## src/rtl/alu_pkg.sv

```systemverilog
// Shared types and constants for the sequential ALU execution unit.
// Optional feature macro used by this slice: ALU_FAST_SHIFT_EN.
package alu_pkg;

  localparam int ALU_DATA_W  = 32;
  localparam int ALU_SHAMT_W = 5;

  typedef enum logic [3:0] {
    OP_AND  = 4'b0000,
    OP_OR   = 4'b0001,
    OP_XOR  = 4'b0010,
    OP_ADD  = 4'b0011,
    OP_SUB  = 4'b0100,
    OP_SRL  = 4'b0101,
    OP_SRA  = 4'b0110,
    OP_SLL  = 4'b0111,
    OP_ILL8 = 4'b1000,
    OP_EQ   = 4'b1001,
    OP_NE   = 4'b1010,
    OP_SLT  = 4'b1011,
    OP_GE   = 4'b1100,
    OP_LUI  = 4'b1101,
    OP_ILLE = 4'b1110,
    OP_ILLF = 4'b1111
  } alu_op_e;

  typedef enum logic [1:0] {
    ST_IDLE  = 2'd0,
    ST_SHIFT = 2'd1,
    ST_DONE  = 2'd2
  } alu_state_e;

  function automatic logic is_shift(alu_op_e op);
    return (op == OP_SRL) || (op == OP_SRA) || (op == OP_SLL);
  endfunction

endpackage

```

## src/rtl/alu_comb_core.sv

```systemverilog
// Combinational evaluation of all non-shift opcodes plus illegal-op decode.
// Shift opcodes pass operand A through (the zero-amount result).
module alu_comb_core
  import alu_pkg::*;
(
  input  alu_op_e               op,
  input  logic [ALU_DATA_W-1:0] a,
  input  logic [ALU_DATA_W-1:0] b,
  output logic [ALU_DATA_W-1:0] res,
  output logic                  illegal
);

  localparam logic [ALU_DATA_W-2:0] ZPAD = '0;

  always_comb begin
    res     = '0;
    illegal = 1'b0;
    case (op)
      OP_AND: res = a & b;
      OP_OR:  res = a | b;
      OP_XOR: res = a ^ b;
      OP_ADD: res = a + b;
      OP_SUB: res = a - b;
      OP_SRL, OP_SRA, OP_SLL: res = a;
      OP_EQ:  res = {ZPAD, (a == b)};
      OP_NE:  res = {ZPAD, (a != b)};
      OP_SLT: res = {ZPAD, ($signed(a) <  $signed(b))};
      OP_GE:  res = {ZPAD, ($signed(a) >= $signed(b))};
      OP_LUI: res = b;
      default: illegal = 1'b1;
    endcase
  end

endmodule

```

## src/rtl/alu_seq_exec.sv

```systemverilog
// Multi-cycle ALU execution unit with valid/ready handshakes on both sides.
// ALU_FAST_SHIFT_EN: barrel shifter in IDLE instead of the 1-bit/cycle shifter.
module alu_seq_exec
  import alu_pkg::*;
(
  input  logic                  clk,
  input  logic                  rst_n,
  input  logic                  in_valid,
  output logic                  in_ready,
  input  logic [3:0]            Operation,
  input  logic [ALU_DATA_W-1:0] SrcA,
  input  logic [ALU_DATA_W-1:0] SrcB,
  output logic                  out_valid,
  input  logic                  out_ready,
  output logic [ALU_DATA_W-1:0] ALUResult,
  output logic                  Illegal
);

  alu_state_e             state, state_nxt;
  alu_op_e                op_in;
  logic [ALU_SHAMT_W-1:0] shamt_in;
  logic [ALU_DATA_W-1:0]  core_res, res_q;
  logic                   core_ill, ill_q;

  assign op_in    = alu_op_e'(Operation);
  assign shamt_in = SrcB[ALU_SHAMT_W-1:0];

  alu_comb_core u_core (
    .op      (op_in),
    .a       (SrcA),
    .b       (SrcB),
    .res     (core_res),
    .illegal (core_ill)
  );

  always_ff @(posedge clk) begin
    if (!rst_n) state <= ST_IDLE;
    else        state <= state_nxt;
  end

  always_comb begin
    in_ready  = (state == ST_IDLE);
    out_valid = (state == ST_DONE);
    ALUResult = res_q;
    Illegal   = ill_q;
  end

`ifdef ALU_FAST_SHIFT_EN
  logic [ALU_DATA_W-1:0] barrel;

  always_comb begin
    barrel = core_res;
    case (op_in)
      OP_SRL:  barrel = SrcA >> shamt_in;
      OP_SRA:  barrel = ALU_DATA_W'($signed(SrcA) >>> shamt_in);
      OP_SLL:  barrel = SrcA << shamt_in;
      default: ;
    endcase
  end

  always_comb begin
    state_nxt = state;
    case (state)
      ST_IDLE: if (in_valid)  state_nxt = ST_DONE;
      ST_DONE: if (out_ready) state_nxt = ST_IDLE;
      default:                state_nxt = ST_IDLE;
    endcase
  end

  always_ff @(posedge clk) begin
    if (!rst_n) begin
      res_q <= '0;
      ill_q <= 1'b0;
    end else if (state == ST_IDLE && in_valid) begin
      res_q <= barrel;
      ill_q <= core_ill;
    end
  end
`else
  logic [ALU_DATA_W-1:0]  work_q, shift_one;
  logic [ALU_SHAMT_W-1:0] cnt_q;
  alu_op_e                sop_q;

  always_comb begin
    state_nxt = state;
    case (state)
      ST_IDLE:
        if (in_valid)
          state_nxt = (is_shift(op_in) && shamt_in != '0) ? ST_SHIFT : ST_DONE;
      ST_SHIFT: if (cnt_q == ALU_SHAMT_W'(1)) state_nxt = ST_DONE;
      ST_DONE:  if (out_ready)                state_nxt = ST_IDLE;
      default:                                state_nxt = ST_IDLE;
    endcase
  end

  always_comb begin
    shift_one = work_q;
    case (sop_q)
      OP_SRL:  shift_one = {1'b0, work_q[ALU_DATA_W-1:1]};
      OP_SRA:  shift_one = {work_q[ALU_DATA_W-1], work_q[ALU_DATA_W-1:1]};
      OP_SLL:  shift_one = {work_q[ALU_DATA_W-2:0], 1'b0};
      default: ;
    endcase
  end

  // res_q is loaded on accept for every op; for a multi-cycle shift it is
  // overwritten by the final shift before DONE, so out_valid never sees it.
  always_ff @(posedge clk) begin
    if (!rst_n) begin
      res_q  <= '0;
      ill_q  <= 1'b0;
      work_q <= '0;
      cnt_q  <= '0;
      sop_q  <= OP_AND;
    end else begin
      case (state)
        ST_IDLE:
          if (in_valid) begin
            res_q  <= core_res;
            ill_q  <= core_ill;
            work_q <= SrcA;
            cnt_q  <= shamt_in;
            sop_q  <= op_in;
          end
        ST_SHIFT: begin
          work_q <= shift_one;
          cnt_q  <= cnt_q - 1'b1;
          if (cnt_q == ALU_SHAMT_W'(1)) res_q <= shift_one;
        end
        default: ;
      endcase
    end
  end
`endif

endmodule

```

## config.mk

```make
export PLATFORM = sky130hd
export DESIGN_NAME = alu_seq_exec
export DESIGN_NICKNAME = d
export VERILOG_FILES = /design/src/rtl/alu_pkg.sv /design/src/rtl/alu_comb_core.sv /design/src/rtl/alu_seq_exec.sv
export SDC_FILE = /design/constraint.sdc
export NUM_CORES = 1
export LEC_CHECK = 0
export CORE_ASPECT_RATIO = 0.75
export CORE_MARGIN = 10
export CORE_UTILIZATION = 47
export CTS_BUF_LIST = sky130_fd_sc_hd__clkbuf_2
export DETAILED_ROUTE_END_ITERATION = 16
export PLACE_DENSITY = 0.68
export SYNTH_ARGS = -nofsm -noshare
export SYNTH_HDL_FRONTEND = slang
export SYNTH_SLANG_ARGS = --single-unit
export TNS_END_PERCENT = 50
```

## constraint.sdc

```tcl
create_clock -name clk -period 3.7 [get_ports clk]
set_clock_uncertainty 0.15 [all_clocks]
set_input_delay 0.555 -clock clk [delete_from_list [all_inputs] [get_ports clk]]
set_output_delay 0.555 -clock clk [all_outputs]
set_load 0.03 [all_outputs]
```

# ---- Yosys cells after proc, flatten, opt, wreduce, memory -nomap -nowiden
# Index checks and enable logic that the tools add are counted.
dict set report classes {
  addsub 3
  n_mul 0
  div 0
  magnitude_cmp 2
  eq_ne 23
  shifts 0
  n_mux 15
  bitwise_logic 3
  reduce_logical 13
}
# operator n
set ops {}
lappend ops {{$pmux W32 S11} 1}
lappend ops {{$pmux W32 S2} 2}
lappend ops {{$mux W32} 3}
lappend ops {{$pmux W32 S3} 1}
lappend ops {{$add A32 B32 Y32} 1}
lappend ops {{$and A32 B32 Y32} 1}
lappend ops {{$eq A32 B32 Y1} 1}
lappend ops {{$ge A32 B32 Y1} 1}
lappend ops {{$lt A32 B32 Y1} 1}
lappend ops {{$ne A32 B32 Y1} 1}
lappend ops {{$or A32 B32 Y32} 1}
lappend ops {{$sub A32 B32 Y32} 1}
lappend ops {{$xor A32 B32 Y32} 1}
lappend ops {{$eq A4 B3 Y1 const B} 7}
lappend ops {{$eq A4 B4 Y1 const B} 5}
lappend ops {{$reduce_or A13 Y1} 1}
lappend ops {{$pmux W5 S2} 1}
lappend ops {{$eq A4 B2 Y1 const B} 2}
lappend ops {{$mux W2} 4}
lappend ops {{$pmux W2 S3} 1}
lappend ops {{$reduce_and A3 Y1} 2}
lappend ops {{$eq A5 B1 Y1 const B} 1}
lappend ops {{$mux W5} 1}
lappend ops {{$reduce_bool A5 Y1} 1}
lappend ops {{14 further kinds} 17}
dict set report totals {
  reg_bits 76
  latch_bits 0
  mem_bits_rw 0
  romBits 0
  inputBits 72
  output_inout_bits 35
  wordCells 65
  n_memories 0
}

# ---- Logic depth before layout (Yosys ltp)
dict set report depth {
  ltp_word 7
  ltp_mapped 13
  mapped_depth_nobuf 13
}

# ---- Cells and area by module
# From an unflattened synthesis, not the netlist that was laid out.
dict set report unflattened {
  hier_cells 1308
  area_unflattened_um2 9526.6
}
# module n_inst cells_per_inst area_each_um2
set modules_own_cells {}
lappend modules_own_cells {alu_comb_core 1 854 5670.4}
lappend modules_own_cells {alu_seq_exec 1 454 3856.2}

# ---- Least setup slack after synthesis
# No wires, ideal clock.
dict set report synth_timing {
  kind {in2reg}
  start {input port SrcA[6]}
  end {register res_q[26], in the netlist ALUResult[26]}
  setup_ns 0.132
  t_arrival_ns 2.880
  t_required_ns 3.418
  slack_ns 0.538
  stages 12
  n_path_buf 1
  cell_sequence {inv_1 -> ha_1 -> buf_6 -> or4_4 -> or3_4 -> nor2_4 -> a211oi_2 -> a22oi_4 -> a31oi_1 -> a221o_1 -> a31oi_1 -> a21oi_1}
}
dict set report synth_between {
  elab_chain_len 4
  word_cells_on_any_way 5
  classes_between {add/sub (2); mux (3)}
}
# item line_no
set synth_lines {}
lappend synth_lines {{from (decl)} alu_seq_exec.sv:11} ;# input logic [ALU_DATA_W-1:0] SrcA,
lappend synth_lines {{$sub A32 B32 Y32 or $add A32 B32 Y32 (tied branches)} {alu_comb_core.sv:23, alu_comb_core.sv:22}}
lappend synth_lines {{$pmux W32 S11 (*)} alu_comb_core.sv:18} ;# case (op)
lappend synth_lines {{$mux W32 (*)} alu_seq_exec.sv:118} ;# if (in_valid) begin
lappend synth_lines {{$pmux W32 S2 (*)} alu_seq_exec.sv:116} ;# case (state)
lappend synth_lines {{to (signal assigned)} alu_seq_exec.sv:119} ;# res_q <= core_res;
lappend synth_lines {{to (signal assigned)} alu_seq_exec.sv:128} ;# if (cnt_q == ALU_SHAMT_W'(1)) res_q <= shift_one;
lappend synth_lines {{to (decl)} alu_seq_exec.sv:22} ;# logic [ALU_DATA_W-1:0] core_res, res_q;
# Every way passes the cells marked *; elsewhere a longest branch is shown, timed or not. The select of a mux whose other input is x is not followed.
# A chain may end at the register's enable or synchronous reset.

# ---- Worst setup path after layout
dict set report layout_timing {
  start {input port SrcB[1]}
  end {register res_q[21], in the netlist ALUResult[21]}
}
dict set report layout_between {
  elab_chain_len 4
  word_cells_on_any_way 5
  classes_between {add/sub (2); mux (3)}
}
# item line_no
set layout_lines {}
lappend layout_lines {{from (decl)} alu_seq_exec.sv:12} ;# input logic [ALU_DATA_W-1:0] SrcB,
lappend layout_lines {{$sub A32 B32 Y32 or $add A32 B32 Y32 (tied branches)} {alu_comb_core.sv:23, alu_comb_core.sv:22}}
lappend layout_lines {{$pmux W32 S11 (*)} alu_comb_core.sv:18}
lappend layout_lines {{$mux W32 (*)} alu_seq_exec.sv:118}
lappend layout_lines {{$pmux W32 S2 (*)} alu_seq_exec.sv:116}
# Marked as above.

==> out/metrics.cfg <==
[critical_path]
critPathBufInv = 3
cp.depth = 13
path_cells = clkdlybuf4s50_1 -> inv_1 -> ha_1 -> o21bai_1 -> a2111oi_4 -> buf_4 -> nor4b_1 -> o41ai_1 -> a2bb2oi_1 -> a21o_1 -> nor2_1 -> or4b_1 -> a32o_1
worstSetupPathType = in -> reg
required_ns = 4.05
slowest_stage = clkdlybuf4s50_1
cp-start-kind = primary input
cpPeakStageDelay_ns = 0.53
cp_top_family = compound AO/OA/AOI/OAI gates
cp_max_fo = 3
reg2regPathDepth = 6
endpoint_kind = register
worstPathArrival_ns = 3.85

[die]
start_util_pct = 48.1
die_width_um = 187
dieArea_um2 = 27000
num_rows = 45
core_um2 = 20300
die_y_um = 145
num_io_pins = 107

[sta]
layout_min_cycle_time_ns = 3.51
slew_violations = 0
post-route-period-util_pct = 94.7
worst_pin_slew_ns = 0.726
hold_viol = 0
rsz0062_at_grt = no
fin_setup_tns_ns = 0
finalSetupViolCount = 0
max_freq_mhz = 285
max-slew-margin-rel_pct = 51.6

[min_path]
hold_depth = 3
hold_class = in -> reg

[synthesis]
synth_area_per_cell_um2 = 6.87
synth_seq_cells = 76
yosysSeqAreaShare_pct = 15.6
synth.top_cell.area_share_pct = 15.6
synthTopCellsByArea = dfxtp_1 16%, ha_1 13%, a21oi_1 10%, o21ai_0 7.2%, nor2_1 4.8%
syn_area_um2 = 9780
synth_nets = 1598
synthCells = 1423
synth_cell_types = 91
async_flop_share_pct = 0
yosysTopAreaCell = dfxtp_1
synth_commonest_cells = 199 x a21oi_1, 141 x o21ai_0, 125 x nor2_1
synth_edf_count = 0
synth.most_common_cell = a21oi_1
synthFlopType = dfxtp_1
ys_warn_count = 0

[cts]
worstSkewPairLatency_ns = 0.58
path_clk_slew_ns = 0.25
hold_buffers = 0
cts_root_buf = clkbuf_2
clkSinkCount = 76
cts_tree = built
h-tree-depth = 3
cts_buffer_depth = 2
numCtsBuffers = 9

[pwr]
power.leakage_nw = 5.63
vdd_drop_max_mv = 0.204
p_per_area_nw_per_um2 = 263

[detailed_routing]
antenna_left = 0
wl_per_cell_um = 21.5
vias = 12300
dr.pass1.iters = 6
wl_um = 43000
post-route-drc-count = 0
drt_iter0_drc = 1522
viasPerCell = 6.16

[grt]
antenna_found_initial = 0
grt_max_degree = 46
grt_pass1_vias = 11600
globalRoute.totalOverflow = 0
grt_pass1_wl_um = 67100
grtUsageTotal_pct = 30.3

[cells_and_area]
syn_to_final_growth_pct = 33.5
fin_area_um2 = 13100
drive_gt1_share_pct = 19.3
fin_nets = 1884

[job]
drv_cap = 0

[place]
gp_congestion = 1.02
hpwl_um = 34400
placed_area_um2 = 12900
io_buffers = 106

[status]
status = finished clean

path summary, 6_finish.rpt:
kind,from,endpoint,slack [ns]
setup / recovery,SrcB[1],ALUResult[21],0.19
hold / removal,rst_n,work_q[10],0.22
setup reg to reg,state[1],ALUResult[25],0.66
hold reg to reg,cnt_q[1],cnt_q[1],0.34
layer usage:
layer | track usage, % | vias to the layer above | wire [um]
li1 | - | 5797 | -
met1 | 41.0 | 5755 | 18700
met2 | 45.9 | 648 | 18500
met3 | 5.38 | 93 | 3790
met4 | 13.2 | 0 | 1950
met5 | 0 | - | 0
where the power goes:
part	internal [mW]	total, mW	switching, mW	leakage, nW
clock	0.290	0.638	0.348	0.0923
sequential	0.902	0.984	0.0821	0.628
combinational	0.780	1.80	1.03	4.91
total	1.97	3.43	1.46	5.63
area by class of cell:
type | instances | area [um^2]
Fill cell | 1910 | 7270
Sequential cell | 76 | 1520
Tap cell | 282 | 353
Clock buffer | 9 | 45.0
Multi-Input combinational cell | 1133 | 7470
Antenna cell | 1 | 2.50
Clock inverter | 6 | 113
Timing Repair Buffer | 384 | 3160
Inverter | 105 | 394
cells in the final DEF (no fill, tap or decap), types with 32 or more instances in the layout:
cell type	netlist	final
buf_4	1	277
a21oi_1	199	199
o21ai_0	141	140
nor2_1	125	120
clkdlybuf4s50_1	0	105
inv_1	101	101
ha_1	101	101
nand2_1	95	95
dfxtp_1	76	75
nand2b_1	33	33
o221ai_1	32	32
state kept, by name, indices dropped and copies added (netlist names):
register   count
ALUResult     32
sop_q          4
Illegal        1
state          2
work_q        32
cnt_q          5
cell families after synthesis:
group | count (synthesis) | synth area share, %
buffers and inverters | 214 | 8.47
muxes | 18 | 1.84
AOI/OAI and AO/OA | 595 | 39.4
adders and majority gates | 103 | 13.3
and+or+nand+nor | 401 | 20.0
DFF | 76 | 15.6
xor gates and xnor gates | 16 | 1.43
worst min-delay path, stage by stage:
cell	delay (ns)
buf_2	0.21
o21ai_0	0.12
a21oi_1	0.04
stage by stage:
step	util [%]	total power [mW]	hold slack (ns)	setup slack [ns]	instances
after floorplan	-	1.94	0.287	0.538	1423
after global placement	63.4	2.74	0.306	-0.729	1980
after detailed placement	63.4	2.75	0.314	-0.671	1980
after CTS	64.2	3.38	0.182	0.111	1995
after global routing	64.2	3.60	0.213	0.0126	1995
final	64.2	3.43	0.215	0.194	1996
what timing repair did:
item / in CTS / in global routing
hold endpoints to repair: 0 / 0
gates resized for setup: 1 / 2
endpoints found under the setup margin: 1 / 1
buffers inserted: 0 / 0
gates cloned: 0 / 0
No activity file was read; power rests on OpenSTA's default activity.
